--- config.mk ---
export PLATFORM = sky130hd
export DESIGN_NAME = mos_result_requant
export DESIGN_NICKNAME = d
export VERILOG_FILES = /design/src/rtl/mos_rq_pkg.sv /design/src/rtl/mos_rq_fifo.sv /design/src/rtl/mos_result_requant.sv
export SDC_FILE = /design/constraint.sdc
export NUM_CORES = 1
export LEC_CHECK = 0
export BUFFER_PORTS_ARGS = -buffer_cell sky130_fd_sc_hd__clkbuf_2
export CAP_MARGIN = 10
export CORE_MARGIN = 10
export CORE_UTILIZATION = 25
export DETAILED_ROUTE_END_ITERATION = 7
export PLACE_DENSITY_LB_ADDON = 0.1
export SLEW_MARGIN = 40
export SYNTH_ARGS = -nofsm -noshare
export SYNTH_HDL_FRONTEND = slang
export SYNTH_SLANG_ARGS = --single-unit
--- constraint.sdc ---
create_clock -name clk -period 2.6 [get_ports clk]
set_clock_uncertainty 0.05 [all_clocks]
set_input_delay 0.13 -clock clk [delete_from_list [all_inputs] [get_ports clk]]
set_output_delay 0.13 -clock clk [all_outputs]
set_load 0.02 [all_outputs]
--- src/rtl/mos_rq_pkg.sv ---
// mos_rq_pkg
//   Shared types and constants for the MOS result requantiser slice.
//   IN_W/OUT_W   : widths of the raw MOS result and the requantised result
//   SAT_MAX/MIN  : clamp limits of the 16-bit signed output
//   rq_entry_t   : one FIFO entry, {last tag, 16-bit signed data}
//   rq_state_t   : frame tracker states
package mos_rq_pkg;

  localparam int IN_W    = 40;
  localparam int OUT_W   = 16;
  localparam int SAT_MAX = 32767;
  localparam int SAT_MIN = -32768;

  typedef struct packed {
    logic                    last;
    logic signed [OUT_W-1:0] data;
  } rq_entry_t;

  typedef enum logic {
    ST_IDLE,
    ST_RECV
  } rq_state_t;

endpackage

--- src/rtl/mos_rq_fifo.sv ---
// mos_rq_fifo
//   Generic synchronous first-word-fall-through FIFO.
//   clk, rst_n : clock, asynchronous active-low reset (clears pointers and read hold)
//   push/wdata : write request and data; a push while full is accepted only with a pop
//   pop        : consume the head entry (ignored when empty)
//   rdata      : head entry; when empty it keeps the last entry that was popped
//   full/empty : occupancy flags
module mos_rq_fifo #(
  parameter int WIDTH = 17,
  parameter int DEPTH = 64
) (
  input  logic             clk,
  input  logic             rst_n,
  input  logic             push,
  input  logic [WIDTH-1:0] wdata,
  input  logic             pop,
  output logic [WIDTH-1:0] rdata,
  output logic             full,
  output logic             empty
);

  localparam int AW = $clog2(DEPTH);

  logic [AW:0]      r_wrPtr;
  logic [AW:0]      r_rdPtr;
  logic [WIDTH-1:0] r_mem [DEPTH];
  logic [WIDTH-1:0] r_hold;
  logic             w_wrEn;
  logic             w_rdEn;
  logic [WIDTH-1:0] w_head;

  // The extra pointer MSB tells a full FIFO apart from an empty one.
  assign full   = (r_wrPtr[AW] != r_rdPtr[AW]) && (r_wrPtr[AW-1:0] == r_rdPtr[AW-1:0]);
  assign empty  = (r_wrPtr == r_rdPtr);
  assign w_rdEn = pop && !empty;
  // A push into a full FIFO lands in the slot that the simultaneous pop frees.
  assign w_wrEn = push && (!full || w_rdEn);
  assign w_head = r_mem[r_rdPtr[AW-1:0]];
  assign rdata  = empty ? r_hold : w_head;

  always_ff @(posedge clk) begin
    if (w_wrEn) begin
      r_mem[r_wrPtr[AW-1:0]] <= wdata;
    end
  end

  // r_hold remembers the last popped entry so the output stays put once drained.
  always_ff @(posedge clk or negedge rst_n) begin
    if (!rst_n) begin
      r_wrPtr <= '0;
      r_rdPtr <= '0;
      r_hold  <= '0;
    end else begin
      if (w_wrEn) begin
        r_wrPtr <= r_wrPtr + 1'b1;
      end
      if (w_rdEn) begin
        r_rdPtr <= r_rdPtr + 1'b1;
        r_hold  <= w_head;
      end
    end
  end

endmodule

--- src/rtl/mos_result_requant.sv ---
// mos_result_requant
//   Rounds and saturates the 40-bit signed MOS result stream to 16-bit signed, tags the
//   last element of each matrix and buffers the results in a FWFT FIFO drained through a
//   valid/ready handshake.
//   clk, rst_n   : clock, asynchronous active-low reset
//   in_valid     : MOS result strobe (no backpressure towards MOS)
//   matrix_size  : 0 = FRAME_S results per matrix, 1 = FRAME_L; sampled on a frame's first beat
//   in_data      : 40-bit signed MOS result
//   out_ready    : consumer accepts the current beat
//   out_valid    : out_data/out_last hold a valid beat
//   out_data     : rounded, saturated 16-bit signed result
//   out_last     : last element of the current matrix
//   ovf_err      : sticky, a beat was dropped because the FIFO was full
//   sat_cnt      : saturating count of stored beats that clamped; only when
//                  MOS_RQ_SATCNT_EN is defined
module mos_result_requant
  import mos_rq_pkg::*;
#(
  parameter int SHIFT   = 8,
  parameter int DEPTH   = 64,
  parameter int FRAME_S = 16,
  parameter int FRAME_L = 64
) (
  input  logic                    clk,
  input  logic                    rst_n,
  input  logic                    in_valid,
  input  logic                    matrix_size,
  input  logic signed [IN_W-1:0]  in_data,
  input  logic                    out_ready,
  output logic                    out_valid,
  output logic signed [OUT_W-1:0] out_data,
  output logic                    out_last,
  output logic                    ovf_err
`ifdef MOS_RQ_SATCNT_EN
  ,
  output logic [15:0]             sat_cnt
`endif
);

  localparam int CNT_W = $clog2(FRAME_L + 1);
  localparam logic signed [IN_W:0] ROUND_C =
    (SHIFT == 0) ? '0 : ((IN_W+1)'(1) <<< ((SHIFT > 0) ? (SHIFT - 1) : 0));
  localparam logic signed [IN_W:0] MAX_W = (IN_W+1)'(SAT_MAX);
  localparam logic signed [IN_W:0] MIN_W = (IN_W+1)'(SAT_MIN);

  logic signed [IN_W:0]    w_sum;
  logic signed [IN_W:0]    w_shift;
  logic                    w_satHi;
  logic                    w_satLo;
  logic signed [OUT_W-1:0] w_rq;
  logic [CNT_W-1:0]        w_newLen;
  logic                    w_last;
  logic                    w_pop;
  logic                    w_full;
  logic                    w_empty;
  rq_entry_t               w_rdEntry;

  rq_state_t        r_state;
  logic [CNT_W-1:0] r_cnt;
  logic [CNT_W-1:0] r_len;
  logic             r_pipeValid;
  rq_entry_t        r_pipeEntry;
  logic             r_ovf;

  // One guard bit above the input width keeps the rounding add from wrapping.
  assign w_sum   = $signed({in_data[IN_W-1], in_data}) + ROUND_C;
  assign w_shift = w_sum >>> SHIFT;
  assign w_satHi = (w_shift > MAX_W);
  assign w_satLo = (w_shift < MIN_W);
  assign w_rq    = w_satHi ? OUT_W'(SAT_MAX) :
                   w_satLo ? OUT_W'(SAT_MIN) : w_shift[OUT_W-1:0];

  assign w_newLen = matrix_size ? CNT_W'(FRAME_L) : CNT_W'(FRAME_S);

  // The first beat of a frame is also its last when the frame length is one.
  always_comb begin
    w_last = 1'b0;
    if (in_valid) begin
      if (r_state == ST_IDLE) begin
        w_last = (w_newLen == CNT_W'(1));
      end else begin
        w_last = (r_cnt == r_len - CNT_W'(1));
      end
    end
  end

  // Pipe register plus frame tracker; the length is latched only on a frame's first beat.
  always_ff @(posedge clk or negedge rst_n) begin
    if (!rst_n) begin
      r_state     <= ST_IDLE;
      r_cnt       <= '0;
      r_len       <= '0;
      r_pipeValid <= 1'b0;
      r_pipeEntry <= '0;
    end else begin
      r_pipeValid <= in_valid;
      if (in_valid) begin
        r_pipeEntry <= '{last: w_last, data: w_rq};
        case (r_state)
          ST_IDLE: begin
            r_len <= w_newLen;
            r_cnt <= CNT_W'(1);
            if (!w_last) begin
              r_state <= ST_RECV;
            end
          end
          ST_RECV: begin
            if (w_last) begin
              r_state <= ST_IDLE;
              r_cnt   <= '0;
            end else begin
              r_cnt <= r_cnt + CNT_W'(1);
            end
          end
          default: r_state <= ST_IDLE;
        endcase
      end
    end
  end

  assign w_pop = out_valid && out_ready;

  mos_rq_fifo #(
    .WIDTH($bits(rq_entry_t)),
    .DEPTH(DEPTH)
  ) u_fifo (
    .clk   (clk),
    .rst_n (rst_n),
    .push  (r_pipeValid),
    .wdata (r_pipeEntry),
    .pop   (w_pop),
    .rdata (w_rdEntry),
    .full  (w_full),
    .empty (w_empty)
  );

  // A beat is lost only when it meets a full FIFO without a pop in the same cycle.
  always_ff @(posedge clk or negedge rst_n) begin
    if (!rst_n) begin
      r_ovf <= 1'b0;
    end else if (r_pipeValid && w_full && !w_pop) begin
      r_ovf <= 1'b1;
    end
  end

  assign out_valid = !w_empty;
  assign out_data  = w_rdEntry.data;
  assign out_last  = w_rdEntry.last;
  assign ovf_err   = r_ovf;

`ifdef MOS_RQ_SATCNT_EN
  logic        r_pipeSat;
  logic [15:0] r_satCnt;

  // Counts only beats that actually enter the FIFO, and sticks at all-ones.
  always_ff @(posedge clk or negedge rst_n) begin
    if (!rst_n) begin
      r_pipeSat <= 1'b0;
      r_satCnt  <= '0;
    end else begin
      if (in_valid) begin
        r_pipeSat <= w_satHi || w_satLo;
      end
      if (r_pipeValid && r_pipeSat && (!w_full || w_pop) && (r_satCnt != 16'hFFFF)) begin
        r_satCnt <= r_satCnt + 16'd1;
      end
    end
  end

  assign sat_cnt = r_satCnt;
`endif

endmodule
==> impl_summary.log <==
INFO  metric timing.max_cap.violations = 0
INFO  metric run_status = finished, violations left
INFO  metric via_per_inst = 4.57
INFO  metric max_stage_delay = 0.52 ns
INFO  metric final_non_filler_cells = 5,035
INFO  metric p_per_area = 1070 nW/µm²
INFO  metric std_cell_rows = 156
INFO  metric ff2ff_path_depth = 17
INFO  metric critical_path.n_buffers_inverters = 7
INFO  metric synth_top_flop_cell = edfxtp_1
INFO  metric flip_flop_and_latch_count_after_synthesis = 1,148
INFO  metric hpwlAfterDp = 82,200 µm
INFO  metric synth-warning-count = 0
INFO  metric finalWeightedCongestion = 0.753
INFO  metric post_drt_wl_per_cell = 27.8 µm
INFO  metric sequential_share_of_the_synthesized_area = 75.5%
INFO  metric min-delay-path-class = input port to flop
INFO  metric placedCellCount = 4,660
INFO  metric insertion_delay = 0.76 ns
INFO  metric gr-usage-all-layers = 13.9%
INFO  metric wirelength = 140,000 µm
INFO  metric placement.setup.worst_slack = -0.747 ns
INFO  metric synth_top_cells_by_area = edfxtp_1 72%, mux4_2 17%, dfrtp_1 3.3%, nor2_1 0.90%, o21ai_0 0.62%
INFO  metric starting_drc_count_in_detailed_routing = 2,075
INFO  metric cp-start-kind = flop
INFO  metric fin_ws = -1.30 ns
INFO  metric worst_path_dominant_cell_family = multiplexers
INFO  metric clk_pin_slew_worst_paths = 0.06 ns
INFO  metric grt_first_pass_wirelength = 194,000 µm
INFO  metric placed_area = 51,700 µm²
INFO  metric largest_net_degree_at_the_start_of_global_routing = 66
INFO  metric synth_async_sr_flop_share = 5.23%
INFO  metric vdd_ir_drop_max = 0.000617 V
INFO  metric number_of_drc_violations_after_detailed_routing = 0
INFO  metric slew_violations = 0
INFO  metric yosysTopAreaCell = edfxtp_1
INFO  metric layout.nets = 2,609
INFO  metric drt_pre_antenna_iters = 5
INFO  metric worst_hold_startpoint = in_data[36]
INFO  metric vias = 23,000
INFO  metric antenna_left = 0
INFO  metric endpoint_kind = output port
INFO  metric worst_hold_path.endpoint = r_pipeEntry[12]
INFO  metric timing.reg2reg.setup_slack = -0.60 ns
INFO  metric layout-area-overhead-vs-synth = 29.9%
INFO  metric finalPower = 63.2 mW
INFO  metric timing.setup.tns = -509.08 ns
INFO  metric placement.io_buffers = 56
INFO  metric worst_r2r_dst = u_fifo.r_mem[56][1]
INFO  metric syn_avg_cell_area = 21.7 µm²
INFO  metric synthesis.instances = 2,082
INFO  metric critical_path.cell_chain = buf_12 -> buf_12 -> buf_8 -> buf_8 -> mux4_2 -> mux4_2 -> mux2i_2 -> buf_4 -> nor2_1 -> a21oi_2 -> buf_4 -> o21ai_2 -> clkbuf_8
INFO  metric slew_headroom = 44.9%
INFO  metric mostFrequentLayoutCell = edfxtp_1
INFO  metric clkSinkCount = 1,148
INFO  metric cts.root.buffer_cell = clkbuf_16
INFO  metric cts_max_level = 4
INFO  metric distinct_cell_type_count_after_synthesis = 60
INFO  metric finalCritPeriodShare = 150%
INFO  metric coreArea = 180,000 µm²
INFO  metric reg2reg_from = u_fifo.r_rdPtr[0]
INFO  metric cts_tree = yes
INFO  metric final_cell_mix = 1,088 x edfxtp_1, 340 x mux4_2, 155 x clkbuf_16
INFO  metric floorplan.die.width = 445 µm
INFO  metric first_global_vias = 24,600
INFO  metric io_pins = 64
INFO  metric fraction_of_layout_cells_with_a_size_suffix_above_1 = 41.6%
INFO  metric grt-ovfl-total = 0
INFO  metric fillerInstances = 17,100
INFO  metric timing.final.setup_violations = 1,126
INFO  metric die_area = 198,000 µm²
INFO  metric synth_edf_count = 1,088
INFO  metric path_class = flop to output port
INFO  metric floorplan.die.height = 445 µm
INFO  metric crit_path_top_delay_cell = dfrtp_4
INFO  metric required = 2.42 ns
INFO  metric setup_repair_after_global_routing_missed_its_margin = yes
INFO  metric failed_checks = negative setup slack
INFO  metric whs_path_depth = 5
INFO  metric worst_pin_slew = 0.827 ns
INFO  metric hold_violations = 0
INFO  metric power.leakage = 18.7 nW
INFO  metric clock_path_buffers = 3
INFO  metric area_share_of_the_leading_cell_type_in_the_synthesized_netlist = 72.2%
INFO  metric stdcell_area = 58,800 µm²
INFO  metric synth.net_count = 2,131
INFO  metric starting_utilization_of_the_core_area = 25.1%
INFO  metric grt_antenna_before_repair = 6
INFO  metric timing.critical_path.fanout_max = 8
INFO  metric post_layout_minimum_cycle_time = 3.90 ns
INFO  metric mappedNetlistArea = 45,200 µm²
INFO  metric worst-endpoint-arrival = 3.72 ns
INFO  metric max_clock_freq = 257 MHz
INFO  metric cts_inserted_buffers = 134
layout make-up:
type,instances,area [µm²],area share (%)
inverter,11,43.8,0.0745
multi-input combinational,812,11100,18.9
sequential,1148,34200,58.2
clock inverter,57,627,1.07
timing repair buffer,453,6080,10.4
clock buffer,181,3720,6.33
antenna,3,7.51,0.0128
tap,2370,2970,5.05
registers in the layout, summed over array words and instances (netlist names):
name and flops:
u_fifo.r_mem 1088, r_pipeEntry 17, u_fifo.r_hold 17, r_cnt 7, u_fifo.r_rdPtr 7, u_fifo.r_wrPtr 7, r_len 2, ovf_err 1
r_pipeValid 1, r_state 1
cells by family (layout without fill, tap and decap cells):
kind of cell | Yosys count | after routing | share of synthesized area (%)
adders and majority gates | 4 | 4 | 0.111
AOI/OAI and AO/OA | 128 | 128 | 1.62
other | 0 | 3 | 0
muxes | 379 | 379 | 17.8
DFF | 1148 | 1148 | 75.5
buffers and inverters | 122 | 702 | 1.29
and+or+nand+nor | 259 | 259 | 2.80
xor gates and xnor gates | 42 | 42 | 0.813
power breakdown:
group | internal, mW | switching, mW | leakage [nW]
logic | 11.3 | 11.3 | 6.21
clock network | 11.1 | 7.48 | 2.11
registers | 21.4 | 0.578 | 10.4
total | 43.8 | 19.4 | 18.7
synth_stat cells, drive strengths merged, types with 2 or more instances:
cell type	n
mux2	21
nand4	15
nor3	5
mux4	340
nand3b	6
edfxtp	1088
o31ai	2
buf	50
clkbuf	61
a21oi	19
or2	2
a211o	3
nor4	5
a21o	2
dfrtp	60
o32ai	6
ha	4
and3b	2
or3	3
nand3	29
nor4b	3
a31oi	2
mux2i	18
xor2	23
inv	11
nor2	111
o2bb2ai	2
o22ai	11
and4	3
nand2	63
xnor2	19
o21ai	74
and2	3
and3	5
worst reg2reg max path: stages (launching register included):
cell and delay (ns):
dfrtp_4 0.52, buf_12 0.18, buf_4 0.15, buf_8 0.13, buf_6 0.12, xor2_4 0.15
nor4_4 0.06, buf_4 0.14, buf_4 0.13, nand2_4 0.08, o31ai_4 0.07, nor2_2 0.16
buf_4 0.14, nand2_4 0.07, buf_6 0.15, buf_12 0.13, nor2_4 0.24, clkbuf_16 0.25
through the flow:
stage	util [%]	hold WS, ns
2_1_floorplan	-	-0.216
3_3_place_gp	28.7	0.0946
3_5_place_dp	28.7	0.0988
4_1_cts	32.1	0.0169
5_1_grt	32.6	0.0869
6_report	32.6	0.0768
what timing repair did:
item                                    4_1_cts  5_1_grt
gates resized for setup                     132      106
hold endpoints to repair                    101        0
endpoints found under the setup margin     1134     1126
hold buffers                                 39        0
cloned                                       18       12
pin swaps                                    18       23
setup buffers                                46       26
layer usage:
layer	up-vias	GRT usage [%]	part of all wire, %
li1	9744	-	-
met1	12500	18.0	43
met2	589	23.5	50
met3	186	2.52	4.3
met4	0	4.21	2.6
met5	-	0	0
worst max path at each step:
stage,startpoint,to,slack (ns),cells after the start
after floorplan,u_fifo.r_rdPtr[5],u_fifo.r_mem[59][0],-0.14,8
after global placement,u_fifo.r_rdPtr[0],out_data[4],-0.73,9
after detailed placement,u_fifo.r_rdPtr[0],out_data[4],-0.75,9
after CTS,u_fifo.r_rdPtr[0],out_data[12],-1.41,11
after global routing,u_fifo.r_rdPtr[0],out_data[7],-1.40,11
final,u_fifo.r_rdPtr[0],out_data[13],-1.30,13
Power figures use the tool's default switching activity.
